$ cat config.mk
export PLATFORM = sky130hd
export DESIGN_NAME = ps2_host_tx
export DESIGN_NICKNAME = d
export VERILOG_FILES = /design/src/rtl/ps2_host_tx.sv
export SDC_FILE = /design/constraint.sdc
export NUM_CORES = 1
export LEC_CHECK = 0
export BUFFER_PORTS_ARGS = -buffer_cell sky130_fd_sc_hd__buf_2
export CAP_MARGIN = 20
export CELL_PAD_IN_SITES_DETAIL_PLACEMENT = 1
export CELL_PAD_IN_SITES_GLOBAL_PLACEMENT = 1
export CORE_ASPECT_RATIO = 2
export CORE_MARGIN = 4
export CORE_UTILIZATION = 51
export DETAILED_ROUTE_END_ITERATION = 6
export PLACE_DENSITY = 0.85
export SKIP_LAST_GASP = 1
export SLEW_MARGIN = 20
export SYNTH_ARGS = -nofsm -noshare
export SYNTH_HDL_FRONTEND = slang
export SYNTH_SLANG_ARGS = --single-unit
$ cat constraint.sdc
create_clock -name CLOCK_50 -period 3.71 [get_ports CLOCK_50]
set_input_delay 0.1855 -clock CLOCK_50 [delete_from_list [all_inputs] [get_ports CLOCK_50]]
set_output_delay 0.1855 -clock CLOCK_50 [all_outputs]
set_load 0.05 [all_outputs]
$ cat src/rtl/ps2_host_tx.sv
// ---------------------------------------------------------------------------
// ps2_host_tx
// PS/2 host-to-device command transmitter. Sends one command byte to the
// keyboard using the open-drain host-request sequence and reports whether
// the device acknowledged it. busy is also used outside this block to make
// the receive path ignore the bus while a command is in flight.
//
// Ports
//   CLOCK_50    in   system clock (50 MHz)
//   reset_n     in   asynchronous active-low reset
//   start       in   send request, only looked at in IDLE
//   cmd[7:0]    in   command byte, latched when start is accepted
//   busy        out  accepted start .. done pulse inclusive
//   done        out  one-cycle end-of-transfer pulse (success or abort)
//   ack_ok      out  device ACK seen; held until the next accepted start
//   error       out  timeout or missing ACK; held until the next accepted start
//   ps2_clk_in  in   PS2_CLK pad level
//   ps2_dat_in  in   PS2_DAT pad level
//   ps2_clk_oe  out  1 = pull PS2_CLK low, 0 = release
//   ps2_dat_oe  out  1 = pull PS2_DAT low, 0 = release
//
// State       | meaning
// ------------+-------------------------------------------------------------
// S_IDLE      | waiting for start
// S_INHIBIT   | clock held low; data pulled low on the last cycle (start bit)
// S_REQ       | clock released, data still low: request-to-send
// S_SEND      | shift D0..D7, parity, stop on device falling edges
// S_ACK       | sample device ACK on the 11th falling edge
// S_WAIT_IDLE | wait for both lines released high
// S_DONE      | one-cycle done pulse, busy drops afterwards
// ---------------------------------------------------------------------------
module ps2_host_tx #(
    parameter int CLK_INHIBIT = 5000,
    parameter int TIMEOUT     = 100000
) (
    input  logic       CLOCK_50,
    input  logic       reset_n,
    input  logic       start,
    input  logic [7:0] cmd,
    output logic       busy,
    output logic       done,
    output logic       ack_ok,
    output logic       error,
    input  logic       ps2_clk_in,
    input  logic       ps2_dat_in,
    output logic       ps2_clk_oe,
    output logic       ps2_dat_oe
);

    localparam int INH_W = $clog2(CLK_INHIBIT + 1);
    localparam int TMO_W = $clog2(TIMEOUT + 1);

    typedef enum logic [2:0] {
        S_IDLE      = 3'd0,
        S_INHIBIT   = 3'd1,
        S_REQ       = 3'd2,
        S_SEND      = 3'd3,
        S_ACK       = 3'd4,
        S_WAIT_IDLE = 3'd5,
        S_DONE      = 3'd6
    } state_t;

    state_t           r_state;
    logic [9:0]       r_frame;
    logic [3:0]       r_bitcnt;
    logic [INH_W-1:0] r_inh_cnt;
    logic [TMO_W-1:0] r_tmo;
    logic             r_busy;
    logic             r_done;
    logic             r_ack_ok;
    logic             r_error;
    logic             r_clk_oe;
    logic             r_dat_oe;

    logic             r_clk_s1;
    logic             r_clk_s2;
    logic             r_clk_prev;
    logic             r_dat_s1;
    logic             r_dat_s2;

    logic             w_fall;
    logic             w_timed;
    logic             w_watched;

    // Two-flop synchronizers; r_clk_prev gives one more stage for edge detect.
    // Cleared to 0 so that reset can never manufacture a falling edge.
    always_ff @(posedge CLOCK_50 or negedge reset_n) begin
        if (!reset_n) begin
            r_clk_s1   <= 1'b0;
            r_clk_s2   <= 1'b0;
            r_clk_prev <= 1'b0;
            r_dat_s1   <= 1'b0;
            r_dat_s2   <= 1'b0;
        end else begin
            r_clk_s1   <= ps2_clk_in;
            r_clk_s2   <= r_clk_s1;
            r_clk_prev <= r_clk_s2;
            r_dat_s1   <= ps2_dat_in;
            r_dat_s2   <= r_dat_s1;
        end
    end

    always_comb begin
        w_fall    = r_clk_prev & ~r_clk_s2;
        w_watched = (r_state == S_SEND) || (r_state == S_ACK) ||
                    (r_state == S_WAIT_IDLE);
        // Timeout only fires when no bus event rescued the counter this cycle.
        w_timed   = w_watched && !w_fall && (r_tmo == '0);
    end

    always_ff @(posedge CLOCK_50 or negedge reset_n) begin
        if (!reset_n) begin
            r_state   <= S_IDLE;
            r_frame   <= '0;
            r_bitcnt  <= '0;
            r_inh_cnt <= '0;
            r_tmo     <= '0;
            r_busy    <= 1'b0;
            r_done    <= 1'b0;
            r_ack_ok  <= 1'b0;
            r_error   <= 1'b0;
            r_clk_oe  <= 1'b0;
            r_dat_oe  <= 1'b0;
        end else begin
            r_done <= 1'b0;

            // Timeout down-counter: reloaded on every falling edge, else runs down.
            if (w_watched) begin
                if (w_fall) begin
                    r_tmo <= TMO_W'(TIMEOUT);
                end else if (r_tmo != '0) begin
                    r_tmo <= r_tmo - 1'b1;
                end
            end

            if (w_timed) begin
                r_clk_oe <= 1'b0;
                r_dat_oe <= 1'b0;
                r_error  <= 1'b1;
                r_ack_ok <= 1'b0;
                r_done   <= 1'b1;
                r_state  <= S_DONE;
            end else begin
                case (r_state)
                    S_IDLE: begin
                        if (start) begin
                            r_frame   <= {1'b1, ~^cmd, cmd};
                            r_busy    <= 1'b1;
                            r_ack_ok  <= 1'b0;
                            r_error   <= 1'b0;
                            r_clk_oe  <= 1'b1;
                            // With a one-cycle inhibit the first cycle is also the last.
                            r_dat_oe  <= (CLK_INHIBIT == 1);
                            r_inh_cnt <= INH_W'(CLK_INHIBIT - 1);
                            r_state   <= S_INHIBIT;
                        end
                    end
                    S_INHIBIT: begin
                        if (r_inh_cnt == '0) begin
                            r_clk_oe <= 1'b0;
                            r_dat_oe <= 1'b1;
                            r_state  <= S_REQ;
                        end else begin
                            r_inh_cnt <= r_inh_cnt - 1'b1;
                            if (r_inh_cnt == INH_W'(1)) begin
                                r_dat_oe <= 1'b1;
                            end
                        end
                    end
                    S_REQ: begin
                        r_bitcnt <= '0;
                        r_tmo    <= TMO_W'(TIMEOUT);
                        r_state  <= S_SEND;
                    end
                    S_SEND: begin
                        if (w_fall) begin
                            r_dat_oe <= ~r_frame[r_bitcnt];
                            r_bitcnt <= r_bitcnt + 1'b1;
                            if (r_bitcnt == 4'd9) begin
                                r_state <= S_ACK;
                            end
                        end
                    end
                    S_ACK: begin
                        if (w_fall) begin
                            if (!r_dat_s2) begin
                                r_ack_ok <= 1'b1;
                            end else begin
                                r_error <= 1'b1;
                            end
                            r_state <= S_WAIT_IDLE;
                        end
                    end
                    S_WAIT_IDLE: begin
                        if (r_clk_s2 && r_dat_s2) begin
                            r_done  <= 1'b1;
                            r_state <= S_DONE;
                        end
                    end
                    S_DONE: begin
                        r_busy  <= 1'b0;
                        r_state <= S_IDLE;
                    end
                    default: begin
                        r_clk_oe <= 1'b0;
                        r_dat_oe <= 1'b0;
                        r_busy   <= 1'b0;
                        r_state  <= S_IDLE;
                    end
                endcase
            end
        end
    end

    assign busy       = r_busy;
    assign done       = r_done;
    assign ack_ok     = r_ack_ok;
    assign error      = r_error;
    assign ps2_clk_oe = r_clk_oe;
    assign ps2_dat_oe = r_dat_oe;

endmodule
==> impl_metrics.toml, run 1 <==
[timing]
final_max_slew_viol_count = 0
worstMarginPinSlew_ns = 1.080
relSlewSlack_pct = 27.83
max_freq_mhz = 328.4
finalWorstSetupSlack_ns = 0.6652
fin_crit_sh_pct = 82.07
skew_ns = 0.005892
fin_tns_setup_ns = 0
finalSetupViolCount = 0
hold_viol_final = 0
rsz0062_at_grt = "no"
fin_crit_ns = 3.045

[cells_and_area]
nNetsFinal = 380
diodes = 0
area_growth_pct = 12.99
drive_gt1_share_pct = 11.02
final_area_um2 = 3581

[yosys]
yosysSeqAreaShare_pct = 45.80
synthCells = 340
synth_seq_cells = 58
avgSynthCellArea_um2 = 9.321
synth_ff_type = "dfrtp_1"
synthesis.area_um2 = 3169
syn_nets = 360
async_flop_share_pct = 100.0
synth.distinct_cells = 54
synth_warnings = 0
synth_enable_flop_cells = 0

[setup_path]
timing.reg2reg.setup_slack_ns = 0.67
crit_slowest_cell = "or4_1"
critPathTopFamily = "simple AND/OR/NAND/NOR gates"
reg2regPathDepth = 7
cpPeakStageDelay_ns = 0.83
worst_ep_required_time_ns = 3.92
worstSetupEndpointType = "flip-flop"
crit_type = "flip-flop to flip-flop"
cp-start-kind = "flip-flop"
rr_endpoint = "ps2_dat_oe$_DFFE_PN0P_"
worst-path-buf-inv = 1
reg2reg_from = "r_tmo[0]$_DFF_PN0_"
worstPathArrival_ns = 3.25
path_cells = "inv_1 -> ha_1 -> or4b_2 -> or4_1 -> nor3_2 -> nor4_1 -> a32o_1"
cp_max_fo = 23

[clocking]
htreeDepth = 3
clk_latency_ns = 0.33
cts_tree = "yes"
cts_root_buf = "clkbuf_16"
cts_buffers = 9
clk_pin_slew_worst_paths_ns = 0.05
cts.sinks = 58
clk_path_buf_depth = 2
cts_resized = 0

[power_and_ir_drop]
leakage_nw = 1.519
p_per_area_nw_per_um2 = 834.7
vdd_ir_drop_max_mv = 0.4444

[drt]
dr.first_iter.drc_count = 121
wl_per_cell_um = 20.50
vias_per_cell = 6.362
firstDrtPassIters = 4
remaining_drc_errors = 0
vias = 2710
finalWirelength_um = 8734
ant_nets = 0

[hold_path]
min_path_cells = 3
hp-start = "cmd[3]"
min_to = "r_frame[3]$_DFFE_PN0P_"
hold_class = "input port to flip-flop"

[die]
dieArea_um2 = 7616
core-area_um2 = 6006
boundaryPins = 19
die_x_um = 63.74
num_rows = 40
start_util_pct = 52.77
die_h_um = 119.5

[placement]
placed_area_um2 = 3297
dp_hpwl_um = 6194
dp_slack_ns = 0.7194
globalplace.congestion = 0.8206
portBuffers = 18

[global_route]
grt_use_total_pct = 25.06
grt_max_degree = 38
grt_pass1_wl_um = 14750
antenna_found_initial = 0
grt_overflow = 0
grt_pass1_vias = 2942

[run]
maxCapViolCount = 0

[status]
outcome = "complete, no violations"
final cells by class:
| type | instances | area, µm² |
|---|---|---|
| fill | 685 | 2425 |
| multi-input combinational | 257 | 1613 |
| sequential | 58 | 1451 |
| clock buffer | 14 | 254.0 |
| timing repair buffer | 25 | 150.1 |
| tap | 63 | 78.83 |
| inverter | 9 | 33.78 |
cell usage in the layout, fill, tap and decap left out, types with 4 or more instances in the layout:
cell type	instances
ha_1	7
or4_1	5
nand2b_1	8
a22o_1	4
clkbuf_16	9
buf_2	18
xnor2_1	9
nand3_1	9
o22ai_1	4
nor2_1	35
buf_4	4
nand4_1	12
xor2_1	17
o211ai_1	5
clkbuf_1	4
nor4_1	9
nand4b_1	4
a21oi_1	6
nor3_1	16
dfrtp_1	58
o21ai_0	11
nand2_1	49
inv_1	9
tightest hold or removal path: cells and delay by family:
kind                   cells  cell delay (ns)
buffers and inverters      1             0.10
AND/OR/NAND/NOR            2             0.10
per-stage QoR:
| stage | util [%] | std cells | power [mW] | hold WS [ns] |
|---|---|---|---|---|
| after floorplan | - | 340 | 1.890 | -0.1101 |
| after global placement | 54.90 | 409 | 2.171 | 0.1772 |
| after detailed placement | 54.90 | 409 | 2.241 | 0.1837 |
| after CTS | 59.62 | 426 | 2.988 | 0.08190 |
| after global routing | 59.62 | 426 | 3.178 | 0.09600 |
| final | 59.62 | 426 | 2.989 | 0.08270 |
routing by layer:
layer	vias to the layer above	part of all wire [%]	GRT usage (%)
met5	-	0	0
met4	0	4.6	14.07
met3	28	2.3	4.623
met2	44	57	45.84
met1	1373	36	25.96
li1	1265	-	-
kinds of logic after synthesis:
logic type,after synthesis,synth area share [%]
flip-flops,58,45.80
XOR/XNOR,26,7.185
AO/OA/AOI/OAI,57,12.99
AND/OR/NAND/NOR,163,25.90
multiplexers,4,2.053
buffers and inverters,25,3.316
adder cells (fa/ha/maj),7,2.763
registers in the layout, indices dropped and copies added, names as in the netlist:
signal,count
r_tmo,17
r_inh_cnt,13
r_frame,10
r_bitcnt,4
r_state,3
ack_ok,1
busy,1
done,1
error,1
ps2_clk_oe,1
ps2_dat_oe,1
r_clk_prev,1
r_clk_s1,1
r_clk_s2,1
r_dat_s1,1
r_dat_s2,1
Yosys cell counts, types with 3 or more instances:
library cell,count,area share [%]
dfrtp_1,58,46
nand2_1,49,5.8
nor2_1,35,4.1
xor2_1,17,4.7
nor3_1,16,2.5
nand4_1,12,2.4
o21ai_0,11,1.7
clkbuf_1,10,1.2
inv_1,9,1.1
nand3_1,9,1.4
nor4_1,9,1.8
xnor2_1,9,2.5
nand2b_1,8,1.6
ha_1,7,2.8
a21oi_1,6,0.95
o211ai_1,5,1.2
or4_1,5,1.2
a22o_1,4,1.1
nand4b_1,4,1.1
o22ai_1,4,0.79
a31oi_1,3,0.59
buf_2,3,0.47
power breakdown:
group          internal (mW)  switching (mW)  leakage [nW]
clock                  0.462           0.266         0.123
sequential             0.835           0.281         0.686
combinational          0.425           0.720         0.709
what timing repair did:
action,in CTS,in global routing
hold endpoints to repair,23,0
setup buffers,0,0
hold buffers,3,0
how the worst max path moves through the flow:
stage / from / end / slack (ns) / depth (start not counted)
final: r_tmo[0]$_DFF_PN0_ / ps2_dat_oe$_DFFE_PN0P_ / 0.67 / 7
after global routing: r_tmo[0]$_DFF_PN0_ / ps2_dat_oe$_DFFE_PN0P_ / 0.53 / 7
after CTS: r_tmo[0]$_DFF_PN0_ / ps2_dat_oe$_DFFE_PN0P_ / 0.69 / 7
after detailed placement: r_tmo[0]$_DFF_PN0_ / ps2_dat_oe$_DFFE_PN0P_ / 0.72 / 7
after global placement: r_tmo[0]$_DFF_PN0_ / ps2_dat_oe$_DFFE_PN0P_ / 0.83 / 7
after floorplan: r_tmo[0]$_DFF_PN0_ / ps2_clk_oe$_DFFE_PN0P_ / 1.30 / 8
No activity file was read; power rests on OpenSTA's default activity.
==> inputs of run 2 (changes only) <==
--- a/config.mk
+++ b/config.mk
@@ -11,9 +11,9 @@
 export CELL_PAD_IN_SITES_GLOBAL_PLACEMENT = 1
 export CORE_ASPECT_RATIO = 2
 export CORE_MARGIN = 4
-export CORE_UTILIZATION = 51
+export CORE_UTILIZATION = 47
 export DETAILED_ROUTE_END_ITERATION = 6
-export PLACE_DENSITY = 0.85
+export PLACE_DENSITY = 0.79
 export SKIP_LAST_GASP = 1
 export SLEW_MARGIN = 20
 export SYNTH_ARGS = -nofsm -noshare
==> constraint.sdc (replaced) <==
create_clock -name CLOCK_50 -period 3.1 [get_ports CLOCK_50]
set_input_delay 0.155 -clock CLOCK_50 [delete_from_list [all_inputs] [get_ports CLOCK_50]]
set_output_delay 0.155 -clock CLOCK_50 [all_outputs]
set_load 0.05 [all_outputs]
==> run 2 against run 1 <==
  * Register-to-register slack lost 0.42 ns
  * Non-clock buffer count is 6 higher
  * Global-route usage fell by 1.3 points
  * Flip-flop and latch count stayed put
  * Sequential share of layout area decreased by 0.91 points
  * Via count grew 1.0%
  * Critical path depth unchanged
  * Wire length is 0.37% lower
  * Sequential power increased by 17%
  * Largest cell class unchanged
  * Highest routed layer unchanged
==> impl_metrics.toml, run 2 (synthesis results as in run 1) <==
[clocking]
cts_root_buf = "clkbuf_16"
clk_pin_slew_worst_paths_ns = 0.05
cts.sinks = 58
clk_latency_ns = 0.33
clk_path_buf_depth = 2
cts_tree = "yes"
cts_buffers = 9
htreeDepth = 3
cts_resized = 0

[cells_and_area]
fin_util_pct = 55.77
final_area_um2 = 3664
drive_gt1_share_pct = 12.77
final_common_cell = "dfrtp_1"
final_cell_mix = "58 x dfrtp_1, 49 x nand2_1, 35 x nor2_1"
regMostFlops = "r_tmo"
largest_reg_flops = 17
nNetsFinal = 386
diodes = 0
area_growth_pct = 15.59
reg_top3 = "r_tmo: 17 flops, r_inh_cnt: 13 flops, r_frame: 10 flops"

[global_route]
top_usage_layer = "met2"
grt_use_met3_pct = 6.498
met2_usage_pct = 44.00
met1_usage_pct = 23.73
grt_pass1_vias = 2986
grt_use_total_pct = 23.80
grt_max_degree = 23
grt_pass1_wl_um = 14560
antenna_found_initial = 0
grt_overflow = 0

[die]
die_h_um = 124.1
boundaryPins = 19
core-area_um2 = 6569
start_util_pct = 48.25
die_x_um = 66.07
dieArea_um2 = 8201
num_rows = 42

[power_and_ir_drop]
vdd_ir_drop_max_mv = 0.4272
fin_total_pwr_mw = 3.581
leakage_nw = 1.552
p_per_area_nw_per_um2 = 977.6

[setup_path]
reg2regPathDepth = 7
path_cells = "inv_1 -> ha_1 -> or4b_2 -> or4_1 -> nor3_2 -> nor4_1 -> a32o_1"
worstSetupEndpointType = "flip-flop"
cpPeakStageDelay_ns = 0.67
rr_endpoint = "ps2_dat_oe$_DFFE_PN0P_"
worstPathArrival_ns = 3.07
cp-start-kind = "flip-flop"
crit_type = "flip-flop to flip-flop"
critPathTopFamily = "simple AND/OR/NAND/NOR gates"
reg2reg_from = "r_tmo[0]$_DFF_PN0_"
timing.reg2reg.setup_slack_ns = 0.25
cp_max_fo = 12
worst-path-buf-inv = 1
crit_slowest_cell = "or4_1"
worst_ep_required_time_ns = 3.32

[hold_path]
min_path_cells = 3
hp-start = "cmd[1]"
min_to = "r_frame[1]$_DFFE_PN0P_"
hold_class = "input port to flip-flop"

[drt]
finalWirelength_um = 8702
vias = 2737
wl_per_cell_um = 19.08
remaining_drc_errors = 0
dr.first_iter.drc_count = 135
ant_nets = 0
firstDrtPassIters = 4
vias_per_cell = 6.002

[timing]
fin_crit_sh_pct = 92.05
finalSetupViolCount = 0
max_freq_mhz = 350.4
relSlewSlack_pct = 45.70
worstMarginPinSlew_ns = 0.8083
final_max_slew_viol_count = 0
fin_crit_ns = 2.854
fin_tns_setup_ns = 0
hold_viol_final = 0
skew_ns = 0.005989
rsz0062_at_grt = "no"

[run]
maxCapViolCount = 0

[status]
outcome = "complete, no violations"

[placement]
portBuffers = 18
placed_area_um2 = 3373
dp_hpwl_um = 6311
globalplace.congestion = 0.8638
## run 2: how the worst max path moves through the flow
stage                                        end               start  cells after the start  slack [ns]
after floorplan           ps2_clk_oe$_DFFE_PN0P_  r_tmo[0]$_DFF_PN0_                      8        0.69
after global placement    ps2_dat_oe$_DFFE_PN0P_  r_tmo[0]$_DFF_PN0_                      7        0.42
after detailed placement  ps2_dat_oe$_DFFE_PN0P_  r_tmo[0]$_DFF_PN0_                      7        0.26
after CTS                 ps2_dat_oe$_DFFE_PN0P_  r_tmo[0]$_DFF_PN0_                      7        0.25
after global routing      ps2_dat_oe$_DFFE_PN0P_  r_tmo[0]$_DFF_PN0_                      7        0.10
final                     ps2_dat_oe$_DFFE_PN0P_  r_tmo[0]$_DFF_PN0_                      7        0.25
## run 2: power breakdown
part,leakage [nW],total (mW),internal [mW],switching [mW]
logic,0.738,1.39,0.528,0.860
clock network,0.128,0.887,0.569,0.318
registers,0.686,1.31,1.00,0.307
## run 2: metrics by stage
stage	cells	setup WS (ns)	hold slack, ns
finish	456	0.2464	0.03929
global route	456	0.1030	0.04178
CTS	456	0.2454	0.03543
detailed placement	440	0.2624	0.1103
global placement	440	0.4161	0.1108
floorplan	340	0.6870	-0.1406
## run 2: repair_timing
action,in CTS,in global routing
buffers inserted,0,0
hold buffers,3,0
hold endpoints to repair,19,0
endpoints found under the setup margin,0,0
## run 2: layout make-up
class                      count  area, µm²
fill                         748       2905
multi-input combinational    257       1613
sequential                    58       1451
clock buffer                  13      260.3
timing repair buffer          31      195.2
tap                           88      110.1
inverter                       9      33.78
## run 2: worst register-to-register path: stages, from the launching register on
cell,delay [ns]
dfrtp_1,0.44
inv_1,0.13
ha_1,0.16
or4b_2,0.60
or4_1,0.67
nor3_2,0.37
nor4_1,0.11
a32o_1,0.28
## run 2: routing by layer
layer,up-vias,part of all wire [%]
met5,-,0
met4,0,3.6
met2,35,57
met1,1400,36
met3,23,2.6
li1,1279,-
==> inputs of run 3 (changes only) <==
==> constraint.sdc (replaced) <==
create_clock -name CLOCK_50 -period 3.1 [get_ports CLOCK_50]
set_input_delay 0 -clock CLOCK_50 [delete_from_list [all_inputs] [get_ports CLOCK_50]]
set_output_delay 0 -clock CLOCK_50 [all_outputs]
set_load 0.05 [all_outputs]
==> run 3 against run 2 <==
  * First-iteration DRC count decreased by 4.4%
  * Via count is essentially flat
  * Die area is the same
  * Clock skew decreased by 0.0013 ns
  * Maximum frequency is 2.1% higher
  * Flip-flop and latch count unchanged
  * Cell count increased by 2.4%
  * Non-clock buffer count up 8
  * Largest cell class unchanged
  * Highest routed layer unchanged
==> impl_metrics.toml, run 3 (synthesis results as in run 1) <==
[global_route]
grt_overflow = 0
grt_pass1_wl_um = 14910
grt_max_degree = 42
met1_usage_pct = 24.17
grt_use_total_pct = 24.52
antenna_found_initial = 0
grt_use_met3_pct = 5.866
met2_usage_pct = 45.25
grt_pass1_vias = 3048
top_usage_layer = "met2"

[timing]
relSlewSlack_pct = 41.27
finalSetupViolCount = 0
worstMarginPinSlew_ns = 0.8741
max_freq_mhz = 357.9
final_max_slew_viol_count = 0
rsz0062_at_grt = "no"
fin_tns_setup_ns = 0
fin_hold_ws_ns = 0.1306
fin_crit_ns = 2.794
fin_crit_sh_pct = 90.13
hold_viol_final = 0
skew_ns = 0.004672

[setup_path]
crit_type = "flip-flop to flip-flop"
rr_endpoint = "ps2_dat_oe$_DFFE_PN0P_"
worst_ep_required_time_ns = 3.32
worstSetupEndpointType = "flip-flop"
cp-start-kind = "flip-flop"
worstPathArrival_ns = 3.01
cp_max_fo = 12
reg2regPathDepth = 7
reg2reg_from = "r_tmo[0]$_DFF_PN0_"
timing.reg2reg.setup_slack_ns = 0.31

[drt]
dr.first_iter.drc_count = 129
firstDrtPassIters = 4
ant_nets = 0
wl_per_cell_um = 18.66
vias = 2738
vias_per_cell = 5.863
remaining_drc_errors = 0
finalWirelength_um = 8716

[placement]
dp_hpwl_um = 6306
globalplace.congestion = 0.8594
portBuffers = 18

[die]
start_util_pct = 48.25
dieArea_um2 = 8201
num_rows = 42
die_x_um = 66.07
die_h_um = 124.1
boundaryPins = 19
core-area_um2 = 6569

[power_and_ir_drop]
fin_total_pwr_mw = 3.681
vdd_ir_drop_max_mv = 0.6163
p_per_area_nw_per_um2 = 971.6
leakage_nw = 1.609

[clocking]
htreeDepth = 3
clk_path_buf_depth = 2
cts_buffers = 9
clk_latency_ns = 0.33
cts_root_buf = "clkbuf_16"
post_cts_buffers = 0
cts_resized = 0
cts_tree = "yes"
clk_pin_slew_worst_paths_ns = 0.05
cts.sinks = 58

[cells_and_area]
nNetsFinal = 394
drive_gt1_share_pct = 13.19
final_cell_mix = "58 x dfrtp_1, 49 x nand2_1, 35 x nor2_1"
reg_top3 = "r_tmo: 17 flops, r_inh_cnt: 13 flops, r_frame: 10 flops"
final_common_cell = "dfrtp_1"
fin_util_pct = 57.68
largest_reg_flops = 17
regMostFlops = "r_tmo"
area_growth_pct = 19.54
diodes = 0

[run]
maxCapViolCount = 0

[status]
outcome = "complete, no violations"

[hold_path]
hold_class = "input port to asynchronous set/reset pin"
## run 3: cell types whose count changed in the layout (fill, tap and decap cells not counted)
cell	delta
clkbuf_1	-1
buf_4	-1
clkbuf_8	+3
dlygate4sd3_1	+9
clkinv_2	+1
## run 3: layout make-up
cell class | count | area [µm²]
Tap cell | 88 | 110.1
Sequential cell | 58 | 1451
Timing Repair Buffer | 39 | 277.8
Clock inverter | 1 | 5.005
Multi-Input combinational cell | 257 | 1613
Clock buffer | 15 | 297.8
Inverter | 9 | 33.78
Fill cell | 756 | 2780
## run 3: per-stage QoR
stage / instances / cell area (µm²) / setup slack, ns
6_report: 467 / 3789 / 0.3059
5_1_grt: 467 / 3789 / 0.1338
4_1_cts: 467 / 3789 / 0.3221
3_5_place_dp: 439 / 3366 / 0.3311
3_3_place_gp: 439 / 3366 / 0.4163
2_1_floorplan: 340 / 3169 / 0.6870
## run 3: worst max-delay path, cell delays in order, from the launching register on
cell     delay [ns]
dfrtp_1        0.43
inv_1          0.11
ha_1           0.14
or4b_2         0.60
or4_1          0.67
nor3_2         0.34
nor4_1         0.10
a32o_1         0.28
## run 3: power breakdown
group / leakage (nW) / total [mW] / internal, mW / switching [mW]
clock network: 0.152 / 0.974 / 0.647 / 0.327
logic: 0.771 / 1.40 / 0.535 / 0.865
registers: 0.686 / 1.31 / 1.00 / 0.306
total: 1.61 / 3.68 / 2.18 / 1.50
## run 3: worst max-delay path by stage
stage	startpoint	to	slack (ns)	cells past startpoint
global route	r_tmo[0]$_DFF_PN0_	ps2_dat_oe$_DFFE_PN0P_	0.13	7
finish	r_tmo[0]$_DFF_PN0_	ps2_dat_oe$_DFFE_PN0P_	0.31	7
detailed placement	r_tmo[0]$_DFF_PN0_	ps2_dat_oe$_DFFE_PN0P_	0.33	7
floorplan	r_tmo[0]$_DFF_PN0_	ps2_clk_oe$_DFFE_PN0P_	0.69	8
global placement	r_tmo[0]$_DFF_PN0_	ps2_dat_oe$_DFFE_PN0P_	0.42	7
CTS	r_tmo[0]$_DFF_PN0_	ps2_dat_oe$_DFFE_PN0P_	0.32	7
## run 3: metal layers
| layer | vias up | share of wire [%] |
|---|---|---|
| li1 | 1297 | - |
| met5 | - | 0 |
| met3 | 27 | 2.8 |
| met2 | 39 | 58 |
| met1 | 1375 | 36 |
| met4 | 0 | 4.1 |
## run 3: timing repair
item,CTS,global route
hold buffers,12,0
endpoints found under the hold margin,28,0
endpoints found under the setup margin,0,0
